===== config.mk =====
export PLATFORM = sky130hd
export DESIGN_NAME = rr_bus_arbiter_flat
export DESIGN_NICKNAME = d
export VERILOG_FILES = /design/src/rtl/rr_bus_arbiter_if.sv /design/src/rtl/rr_bus_arbiter.sv /design/src/flat_wrapper.sv
export SDC_FILE = /design/constraint.sdc
export NUM_CORES = 1
export LEC_CHECK = 0
export BUFFER_PORTS_ARGS = -buffer_cell sky130_fd_sc_hd__buf_2
export CAP_MARGIN = 10
export CORE_MARGIN = 2
export CORE_UTILIZATION = 42
export CTS_CLUSTER_DIAMETER = 200
export DETAILED_ROUTE_END_ITERATION = 7
export PLACE_DENSITY_LB_ADDON = 0.15
export SETUP_SLACK_MARGIN = 0.3
export SYNTH_ARGS = -nofsm -noshare
export SYNTH_HDL_FRONTEND = slang
export SYNTH_SLANG_ARGS = --single-unit

===== constraint.sdc =====
create_clock -name clk -period 6.1 [get_ports clk]
set_clock_uncertainty 0.15 [all_clocks]
set_input_delay 1.22 -clock clk [delete_from_list [all_inputs] [get_ports clk]]
set_output_delay 1.22 -clock clk [all_outputs]
set_load 0.03 [all_outputs]

===== src/rtl/rr_bus_arbiter_if.sv =====
// Result-bus bundle between the four requesters, the arbiter and the consumer.
// The master view is the arbiter; the slave view is the requester/consumer side.
interface rr_bus_arbiter_if #(
    parameter int WIDTH = 16
);
    logic [3:0]       req;
    logic [3:0]       last;
    logic [WIDTH-1:0] data0;
    logic [WIDTH-1:0] data1;
    logic [WIDTH-1:0] data2;
    logic [WIDTH-1:0] data3;
    logic             outReady;
    logic [3:0]       grant;
    logic [1:0]       sel;
    logic             outValid;
    logic [WIDTH-1:0] outData;
    logic [3:0]       beatAck;

    modport master (
        input  req, last, data0, data1, data2, data3, outReady,
        output grant, sel, outValid, outData, beatAck
    );

    modport slave (
        output req, last, data0, data1, data2, data3, outReady,
        input  grant, sel, outValid, outData, beatAck
    );
endinterface


===== src/rtl/rr_bus_arbiter.sv =====
// Round-robin burst arbiter for the shared 16-bit result bus.
// Grants are registered; valid/data/ack are decoded from the current grant.
module rr_bus_arbiter #(
    parameter int WIDTH     = 16,
    parameter int MAX_BEATS = 8
) (
    input  logic              clk,
    input  logic              rst,
    rr_bus_arbiter_if.master  bus
);
    localparam int CW = (MAX_BEATS > 1) ? $clog2(MAX_BEATS) : 1;
    localparam logic [CW-1:0] LAST_CNT = CW'(MAX_BEATS - 1);

    typedef enum logic {
        IDLE = 1'b0,
        BUSY = 1'b1
    } state_t;

    state_t           r_state;
    logic [1:0]       r_ptr;
    logic [1:0]       r_sel;
    logic [3:0]       r_grant;
    logic [CW-1:0]    r_beat_cnt;

    logic             w_busy;
    logic             w_valid;
    logic             w_xfer;
    logic             w_release;
    logic             w_found;
    logic [1:0]       w_pick;
    logic [1:0]       w_idx;
    logic [WIDTH-1:0] w_data_sel;

    // Scan from the highest offset down so the nearest requester wins.
    always_comb begin
        w_found = 1'b0;
        w_pick  = r_ptr;
        w_idx   = r_ptr;
        for (int k = 3; k >= 0; k--) begin
            w_idx = r_ptr + 2'(k);
            if (bus.req[w_idx]) begin
                w_found = 1'b1;
                w_pick  = w_idx;
            end
        end
    end

    always_comb begin
        w_data_sel = '0;
        unique case (r_sel)
            2'd0: w_data_sel = bus.data0;
            2'd1: w_data_sel = bus.data1;
            2'd2: w_data_sel = bus.data2;
            2'd3: w_data_sel = bus.data3;
        endcase
    end

    assign w_busy    = (r_state == BUSY);
    // Reset suppresses any beat that would otherwise land in the reset cycle.
    assign w_valid   = w_busy & bus.req[r_sel] & ~rst;
    assign w_xfer    = w_valid & bus.outReady;
    assign w_release = (w_xfer & (bus.last[r_sel] | (r_beat_cnt == LAST_CNT)))
                     | (w_busy & ~bus.req[r_sel]);

    assign bus.grant    = r_grant;
    assign bus.sel      = r_sel;
    assign bus.outValid = w_valid;
    assign bus.outData  = w_busy ? w_data_sel : '0;
    assign bus.beatAck  = w_xfer ? (4'b0001 << r_sel) : 4'b0000;

    always_ff @(posedge clk) begin
        if (rst) begin
            r_state    <= IDLE;
            r_ptr      <= 2'd0;
            r_sel      <= 2'd0;
            r_grant    <= 4'b0000;
            r_beat_cnt <= '0;
        end else begin
            unique case (r_state)
                IDLE: begin
                    if (w_found) begin
                        r_sel      <= w_pick;
                        r_grant    <= 4'b0001 << w_pick;
                        r_beat_cnt <= '0;
                        r_state    <= BUSY;
                    end
                end
                BUSY: begin
                    if (w_xfer)
                        r_beat_cnt <= r_beat_cnt + CW'(1);
                    if (w_release) begin
                        r_state <= IDLE;
                        r_grant <= 4'b0000;
                        r_ptr   <= r_sel + 2'd1;
                    end
                end
            endcase
        end
    end
endmodule


===== src/flat_wrapper.sv =====
// flat-port wrapper written by rule: the top's interface ports become plain ports
module rr_bus_arbiter_flat 
#(
    parameter int WIDTH     = 16,
    parameter int MAX_BEATS = 8
)
  (clk, rst, bus_req, bus_last, bus_data0, bus_data1, bus_data2, bus_data3, bus_outReady, bus_grant, bus_sel, bus_outValid, bus_outData, bus_beatAck);
  rr_bus_arbiter_if #(.WIDTH(WIDTH)) bus_i ();
  input  logic clk;
  input  logic rst;
  input wire logic [$bits(bus_i.req)-1:0] bus_req;
  input wire logic [$bits(bus_i.last)-1:0] bus_last;
  input wire logic [$bits(bus_i.data0)-1:0] bus_data0;
  input wire logic [$bits(bus_i.data1)-1:0] bus_data1;
  input wire logic [$bits(bus_i.data2)-1:0] bus_data2;
  input wire logic [$bits(bus_i.data3)-1:0] bus_data3;
  input wire logic [$bits(bus_i.outReady)-1:0] bus_outReady;
  output wire logic [$bits(bus_i.grant)-1:0] bus_grant;
  output wire logic [$bits(bus_i.sel)-1:0] bus_sel;
  output wire logic [$bits(bus_i.outValid)-1:0] bus_outValid;
  output wire logic [$bits(bus_i.outData)-1:0] bus_outData;
  output wire logic [$bits(bus_i.beatAck)-1:0] bus_beatAck;
  assign bus_i.req = bus_req;
  assign bus_i.last = bus_last;
  assign bus_i.data0 = bus_data0;
  assign bus_i.data1 = bus_data1;
  assign bus_i.data2 = bus_data2;
  assign bus_i.data3 = bus_data3;
  assign bus_i.outReady = bus_outReady;
  assign bus_grant = bus_i.grant;
  assign bus_sel = bus_i.sel;
  assign bus_outValid = bus_i.outValid;
  assign bus_outData = bus_i.outData;
  assign bus_beatAck = bus_i.beatAck;
  rr_bus_arbiter #(.WIDTH(WIDTH), .MAX_BEATS(MAX_BEATS)) u_core (.clk(clk), .rst(rst), .bus(bus_i));
endmodule

== After elaboration in Yosys (flattened, before gate mapping) ==
Index checks and enable logic that the tools add are counted.
Widths: inputs -> output; s select.

* Bits in registers: 12
* Latch bits: 0
* Bits in writable memories: 0
* Bits in read-only memories: 0
* Logic and storage cells: 71
* Memories kept: 0

* $add $sub $neg: 5
* $mul: 0
* Div/mod/pow operators: 0
* $lt $le $gt $ge: 5
* Equality and inequality tests: 7
* Shift operators: 2
* Multiplexer cells: 32
* Bitwise gates (word level): 10
* Reductions and logical operators: 5

{| class="wikitable"
|+ Operators by type and width
! kind !! count
|-
| $pmux 16 s4 || 1
|-
| $mux 16 || 1
|-
| $lt 2x3->1 const B || 5
|-
| $bmux 1 s2 || 6
|-
| $mux 1 || 12
|-
| $mux 4 || 3
|-
| $mux 2 || 4
|-
| $pmux 4 s2 || 1
|-
| $reduce_and 2->1 || 4
|-
| $shl 1x2->4 const A || 2
|-
| $mux 3 || 2
|-
| $pmux 3 s2 || 1
|-
| $and 1x1->1 || 5
|-
| $add 2x1->2 const B || 2
|-
| $add 2x2->2 const B || 2
|-
| $eq 2x2->1 const B || 2
|-
| $ne 2x2->1 const B || 2
|-
| $add 3x1->3 const B || 1
|-
| $eq 3x3->1 const B || 1
|-
| $not 1->1 || 3
|-
| $eq 2x1->1 const B || 1
|-
| $logic_not 2->1 || 1
|-
| $ne 2x1->1 const B || 1
|-
| $or 1x1->1 || 2
|-
| $pmux 1 s2 || 1
|}

== Logic depth before layout (Yosys ltp) ==
Gate-level depths: netlist (run 1).

* Word-level depth: 10
* Gate-level depth with buffers: 8
* Gate-level depth less buffers: 6

== Worst setup path after synthesis (run 1) ==
No wires, ideal clock.

* Kind: input -> output
* Start point: in bus_req[3]
* End point: out bus_beatAck[0]
* Arrival: 2.256 ns
* Required time: 4.730 ns
* Path slack: 2.474 ns
* Stages on the path: 4
* Path buffers: 1
* Cells stage by stage: mux4_2 -> and3_1 -> buf_6 -> and2_1

* Longest elaborated chain between the ends: 6

{| class="wikitable"
|+ Ends and longest elaborated chain
! what !! RTL line !! text
|-
| start: declaration || flat_wrapper.sv:11 || <nowiki>input wire logic [$bits(bus_i.req)-1:0] bus_req;</nowiki>
|-
| $bmux 1 s2 || rr_bus_arbiter.sv:60 || <nowiki>assign w_valid = w_busy & bus.req[r_sel] & ~rst;</nowiki>
|-
| $mux 1 (implied by the code) || rr_bus_arbiter.sv:60 ||
|-
| $and 1x1->1 (2 in series) || rr_bus_arbiter.sv:60 ||
|-
| $and 1x1->1 || rr_bus_arbiter.sv:61 || <nowiki>assign w_xfer = w_valid & bus.outReady;</nowiki>
|-
| $mux 4 || rr_bus_arbiter.sv:69 || <nowiki>assign bus.beatAck = w_xfer ? (4'b0001 << r_sel) : 4'b0000;</nowiki>
|-
| end: declaration || flat_wrapper.sv:22 || <nowiki>output wire logic [$bits(bus_i.beatAck)-1:0] bus_beatAck;</nowiki>
|}

No other way between the ends. The select of a mux whose other input is x is not followed.

== Final worst setup path (run 1) ==
Same ends and word-level chain as after synthesis.

==> metrics.yaml, run 1 <==
outcome:
  status: "complete, no violations"
grt:
  grt_max_degree: 33
  grt_overflow_total: 0
  grt_use_total_pct: 22.4
  grt_pass1_vias: 1359
  antenna_found_initial: 0
  grt_pass1_wl_mm: 5.98
floorplanning:
  io_pins: 102
  die_area_sq_um: 3390
  die_y_um: 58.2
  core-area_sq_um: 2780
  die_w_um: 58.2
  start_util_pct: 44.4
  row_count: 19
finish:
  final_area_sq_um: 1750
  nets: 339
  drive_gt1_share_pct: 43.0
  final_cells: 287
  area_delta_synth_final_pct: 41.9
  diodes: 0
synth:
  yosys.area.top_type: "dfxtp_1"
  avgSynthCellArea_sq_um: 7.52
  ys_ff_latch: 12
  synth_edf_count: 0
  synth-seq-area-share_pct: 19.5
  synthArstFlopShare_pct: 0
  synth_cells: 164
  yosysMostFrequentCell: "nand2_1"
  ys_warn_count: 0
  yosys-top-cells-area: "dfxtp_1 19%, a222oi_1 13%, and2_1 10%"
  ys.flop_type: "dfxtp_1"
  syn_nets: 246
  synth_top_cells_by_count: "28 x nand2_1, 20 x and2_1, 17 x o21ai_0"
  ys_types: 36
  netlist.area_leader.share_pct: 19.5
  syn_area_sq_um: 1230
timing:
  finalCriticalPeriod_ns: 3.87
  fin_setup_tns_ns: 0
  drv_slew: 0
  setup_viol: 0
  finalCritPeriodShare_pct: 63.5
  hold_viol_final: 0
  slew_headroom_pct: 41.6
  fmax_mhz: 258
  rsz0062_at_grt: "false"
  finalWorstSetupSlack_ns: 2.23
  hold_ws_ns: 0.316
  worst_pin_slew_ns: 0.877
job:
  maxCapViolCount: 0
routing:
  drcViolationCount: 0
  first_pass_iters: 5
  vias: 1552
  drt-initial-drc-count: 113
  wl_per_cell_um: 13.6
  vias_per_cell: 5.41
  drtAntennaViolNets: 0
  routed_wl_mm: 3.91
clocking:
  cts_setup_buffers: 0
  cts_hold_buffers: 0
  cts_buffers: 3
  cts.sinks: 12
  clk_pin_slew_ns: 0.08
  h-tree-depth: 1
  clk_latency_ns: 0.29
  post_cts_resized: 0
  cts_max_path_buffers: 2
  cts_tree: "done"
  root_buffer: "clkbuf_4"
worst_setup_path:
  crit_required_ns: 4.73
  crit_arrival_ns: 2.50
  crit_fanout: 9
  criticalPathCategory: "in -> out"
  cp-start-kind: "input pin"
  cp-end-kind: "output pin"
power_and_ir_drop:
  peakVddDrop_v: 0.000159
  leakage_nw: 0.909
  cellPowerDensity_nw_per_um2: 168
placed_design:
  place_hpwl_mm: 3.05
  place_inst: 283
  place_congestion: 0.811
  pre_cts_slack_ns: 2.23
  io_buffers: 101
  placed_area_sq_um: 1710
worst_hold_path:
  hold_class: "reg -> reg"
==> through the flow <==
step	utilization (%)	power (mW)
after floorplan	-	0.183
after global placement	61.6	0.230
after detailed placement	61.6	0.231
after CTS	62.9	0.296
after global routing	62.9	0.316
final	62.9	0.295
==> registers in the layout (all words and copies together), names as in the netlist <==
register / flops
u_core.bus.grant: 4
u_core.r_beat_cnt: 3
u_core.bus.sel: 2
u_core.r_ptr: 2
u_core.r_state: 1
==> report_power, final <==
part           internal (mW)  leakage (nW)  total, mW  switching, mW
registers             0.0836        0.0980     0.0925        0.00886
clock network         0.0364        0.0210     0.0651         0.0288
logic                 0.0582         0.790      0.137         0.0790
==> metal layers <==
metal / share of wire (%) / GRT usage [%]
met1: 44 / 28.0
met2: 46 / 39.4
met3: 8.9 / 5.36
met4: 0.84 / 3.65
met5: 0 / 0
==> final timing paths <==
path / end / cells past startpoint / from / slack (ns)
min reg2reg: u_core.r_beat_cnt[1]$_SDFFE_PP0P_ / 2 / u_core.r_beat_cnt[1]$_SDFFE_PP0P_ / 0.32
min: u_core.r_beat_cnt[1]$_SDFFE_PP0P_ / 2 / u_core.r_beat_cnt[1]$_SDFFE_PP0P_ / 0.32
max: bus_beatAck[0] / 5 / bus_req[3] / 2.23
max reg2reg: u_core.bus.grant[2]$_SDFFE_PP0P_ / 4 / u_core.bus.sel[0]$_SDFFE_PP0P_ / 4.13
==> cells in the final DEF, fill, tap and decap left out <==
cell type	netlist	routed
mux2i_1	4	4
a31oi_1	1	1
nor4_1	2	2
a211o_1	1	1
o211a_1	2	2
a31o_2	1	1
nor3_1	1	1
ha_1	7	7
a222oi_1	16	16
inv_1	4	4
nor2b_2	1	1
a2111oi_2	1	1
nor3b_1	1	1
a21o_1	1	1
or2_2	1	1
o32ai_1	2	2
o211ai_1	1	1
clkbuf_4	0	3
a32o_1	2	2
o21a_1	2	2
nand2_1	28	28
and2_1	20	20
and3_1	1	1
buf_2	0	101
nor2_1	7	7
o2111ai_1	1	1
a22oi_1	1	1
dfxtp_1	12	12
a21boi_0	1	1
o21ai_0	17	17
a311o_1	1	1
nor2b_1	4	4
nand2b_1	1	1
a21oi_1	3	3
o21ai_1	2	2
mux4_2	1	1
clkbuf_8	0	1
==> cells by family after synthesis <==
group                    count (synthesis)  share of synthesized area (%)
multiplexers                             5                           5.07
buffers and inverters                   17                           6.39
flip-flops                              12                           19.5
AND/OR/NAND/NOR                         67                           27.1
AO/OA/AOI/OAI                           56                           34.9
adder cells (fa/ha/maj)                  7                           7.10
==> area by class of cell <==
cell class	instances	area [sq um]
Tap cell	31	38.8
Multi-Input combinational cell	135	915
Clock buffer	4	36.3
Fill cell	247	1030
Timing Repair Buffer	101	505
Sequential cell	12	240
Inverter	4	15.0
==> worst max-delay path, cell delays in order <==
cell and delay [ns]:
buf_2 0.13, mux4_2 0.50, and3_1 0.28, and2_1 0.20, buf_2 0.17
(Power assumes the default switching activity.)
==> inputs of run 2 (changes only) <==
--- a/config.mk
+++ b/config.mk
@@ -5,10 +5,11 @@
 export SDC_FILE = /design/constraint.sdc
 export NUM_CORES = 1
 export LEC_CHECK = 0
+export ABC_AREA = 1
 export BUFFER_PORTS_ARGS = -buffer_cell sky130_fd_sc_hd__buf_2
 export CAP_MARGIN = 10
 export CORE_MARGIN = 2
-export CORE_UTILIZATION = 42
+export CORE_UTILIZATION = 41
 export CTS_CLUSTER_DIAMETER = 200
 export DETAILED_ROUTE_END_ITERATION = 7
 export PLACE_DENSITY_LB_ADDON = 0.15
==> constraint.sdc (replaced) <==
create_clock -name clk -period 3.75 [get_ports clk]
set_clock_uncertainty 0.15 [all_clocks]
set_input_delay 0.75 -clock clk [delete_from_list [all_inputs] [get_ports clk]]
set_output_delay 0.75 -clock clk [all_outputs]
set_load 0.03 [all_outputs]
==> run 2 against run 1 <==
Compared with the run above:
- global-route usage is 0.20 points lower
- register-to-register slack worse by 2.4 ns
- cell count is 35% higher
- largest cell class unchanged
- critical path type is now reg -> out
- cell area is 13% higher
- area after synthesis is 17% higher
- via count is 25% higher
- largest power group unchanged
==> metrics.yaml, run 2 <==
routing:
  drt-initial-drc-count: 227
  drcViolationCount: 0
  vias: 1935
  vias_per_cell: 5.00
  drtAntennaViolNets: 0
  first_pass_iters: 4
  wl_per_cell_um: 12.1
  routed_wl_mm: 4.68
synth:
  avgSynthCellArea_sq_um: 5.80
  syn_nets: 330
  synth_top_cells_by_count: "74 x nand2_1, 23 x a21oi_1, 21 x inv_1, 21 x o21ai_0, 17 x nand3_1"
  synth_cells: 248
  synth-seq-area-share_pct: 16.7
  ys.flop_type: "dfxtp_1"
  yosysMostFrequentCell: "nand2_1"
  yosys-top-cells-area: "nand2_1 19%, dfxtp_1 17%, a21oi_1 8.0%"
  synth_edf_count: 0
  ys_ff_latch: 12
  ys_types: 24
  yosys.area.top_type: "nand2_1"
  ys_warn_count: 0
  synthArstFlopShare_pct: 0
  syn_area_sq_um: 1440
  netlist.area_leader.share_pct: 19.3
clocking:
  cts_setup_buffers: 0
  clk_pin_slew_ns: 0.07
  cts_tree: "done"
  post_cts_resized: 0
  root_buffer: "clkbuf_4"
  cts_buffers: 3
  h-tree-depth: 1
  cts.sinks: 12
  cts_hold_buffers: 0
  cts_max_path_buffers: 2
  clk_latency_ns: 0.26
worst_setup_path:
  r2r_start: "u_core.r_ptr[0]$_SDFFE_PP0P_"
  crit_fanout: 17
  cp-start-kind: "flip-flop"
  criticalPathCategory: "reg -> out"
  startpoint: "u_core.bus.sel[0]$_SDFFE_PP0P_"
  crit_arrival_ns: 2.30
  crit_required_ns: 2.85
  cp-end-kind: "output pin"
placed_design:
  place_inst: 383
  place_hpwl_mm: 3.69
  placed_area_sq_um: 1940
  io_buffers: 101
  place_congestion: 0.833
finish:
  layout_common_cells: "101 x buf_2, 74 x nand2_1, 23 x a21oi_1"
  regArea_sq_um: 240
  final_cells: 387
  layout_commonest_cell: "buf_2"
  multi_input_area_sq_um: 1040
  diodes: 0
  nets: 424
  final_area_sq_um: 1980
  largest_register_ffs: 4
  area_delta_synth_final_pct: 37.6
  fillers: 370
  drive_gt1_share_pct: 38.7
grt:
  antenna_found_initial: 0
  grt_use_total_pct: 22.2
  grt_pass1_wl_mm: 7.47
  grt_pass1_vias: 1772
  grt_overflow_total: 0
  grt_max_degree: 19
floorplanning:
  core-area_sq_um: 3360
  start_util_pct: 42.8
  die_w_um: 63.2
  io_pins: 102
  die_area_sq_um: 4000
  row_count: 21
  die_y_um: 63.2
power_and_ir_drop:
  fin_total_pwr_mw: 1.19
  peakVddDrop_v: 0.000306
  switchingPower_mw: 0.696
  leakage_nw: 1.07
  cellPowerDensity_nw_per_um2: 602
  seqPwrFrac_pct: 18.2
  pwr-share-comb_pct: 73.5
  swShare_pct: 58.4
  intPower_mw: 0.495
  p_clk_share_pct: 8.3
timing:
  fmax_mhz: 312
  fin_setup_tns_ns: 0
  drv_slew: 0
  finalCritPeriodShare_pct: 85.4
  worst_pin_slew_ns: 0.606
  rsz0062_at_grt: "false"
  setup_viol: 0
  hold_viol_final: 0
  finalCriticalPeriod_ns: 3.20
  slew_headroom_pct: 59.6
job:
  maxCapViolCount: 0
outcome:
  status: "complete, no violations"
worst_hold_path:
  hold_class: "reg -> reg"
  min-delay-start: "u_core.r_beat_cnt[1]$_SDFFE_PP0P_"
-- run 2: changes by cell type in the layout (fill, tap and decap cells not counted), moves of 5 or more --
cell	change
inv_1	+17
nand2_1	+46
a222oi_1	-16
a31oi_1	+15
and2_1	-20
nor2_1	+5
nand2_2	+9
a21oi_1	+20
nand3_2	+5
nand4_1	+5
nand3_1	+17
-- run 2: critical path, stage by stage, from the launching register on --
cell and delay (ns):
dfxtp_1 0.50, inv_2 0.13, ha_1 0.43, inv_1 0.40
o21ai_0 0.15, a31oi_1 0.20, buf_2 0.24
-- run 2: cell families (layout without fill, tap and decap cells) --
| group | after synthesis | after routing | share of synthesized area, % |
|---|---|---|---|
| AO/OA/AOI/OAI | 64 | 64 | 24.6 |
| adder cells (fa/ha/maj) | 7 | 7 | 6.09 |
| buffers and inverters | 38 | 131 | 11.2 |
| flip-flops | 12 | 12 | 16.7 |
| AND/OR/NAND/NOR | 127 | 127 | 41.4 |
-- run 2: stage by stage --
step           setup WS, ns  hold slack [ns]  util [%]
2_1_floorplan         0.654            0.301         -
3_5_place_dp          0.862            0.313      57.8
5_1_grt               0.313            0.349      58.9
3_3_place_gp          0.902            0.312      57.8
4_1_cts               0.558            0.326      58.9
6_report              0.548            0.327      58.9
-- run 2: routing by layer --
| metal | vias up | global-route usage (%) | wire, um |
|---|---|---|---|
| met4 | 0 | 2.45 | 0 |
| met1 | 850 | 26.9 | 2010 |
| met5 | - | 0 | 0 |
| met3 | 0 | 2.86 | 320 |
| li1 | 1019 | - | - |
| met2 | 66 | 42.6 | 2360 |
-- run 2: area by class of cell --
type                            instances  share of cell area [%]
Inverter                               26                    5.18
Sequential cell                        12                    12.1
Clock buffer                            4                    1.83
Timing Repair Buffer                  101                    25.5
Tap cell                               46                    2.91
Multi-Input combinational cell        198                    52.4
-- run 2: power by group through the flow --
stage               Sequential (mW)  Clock [mW]  Combinational, mW
floorplan                     0.238           0              0.638
global placement              0.218           0              0.873
detailed placement            0.218           0              0.875
CTS                           0.215       0.103              0.878
global route                  0.224       0.107              0.972
finish                        0.216      0.0993              0.876
-- run 2: final timing paths --
check | end | depth (start not counted) | slack [ns]
worst max-delay path | bus_outData[6] | 6 | 0.55
worst min-delay path | u_core.r_beat_cnt[1]$_SDFFE_PP0P_ | 2 | 0.33
worst max register to register | u_core.bus.grant[1]$_SDFFE_PP0P_ | 10 | 1.75
worst min register to register | u_core.r_beat_cnt[1]$_SDFFE_PP0P_ | 2 | 0.33
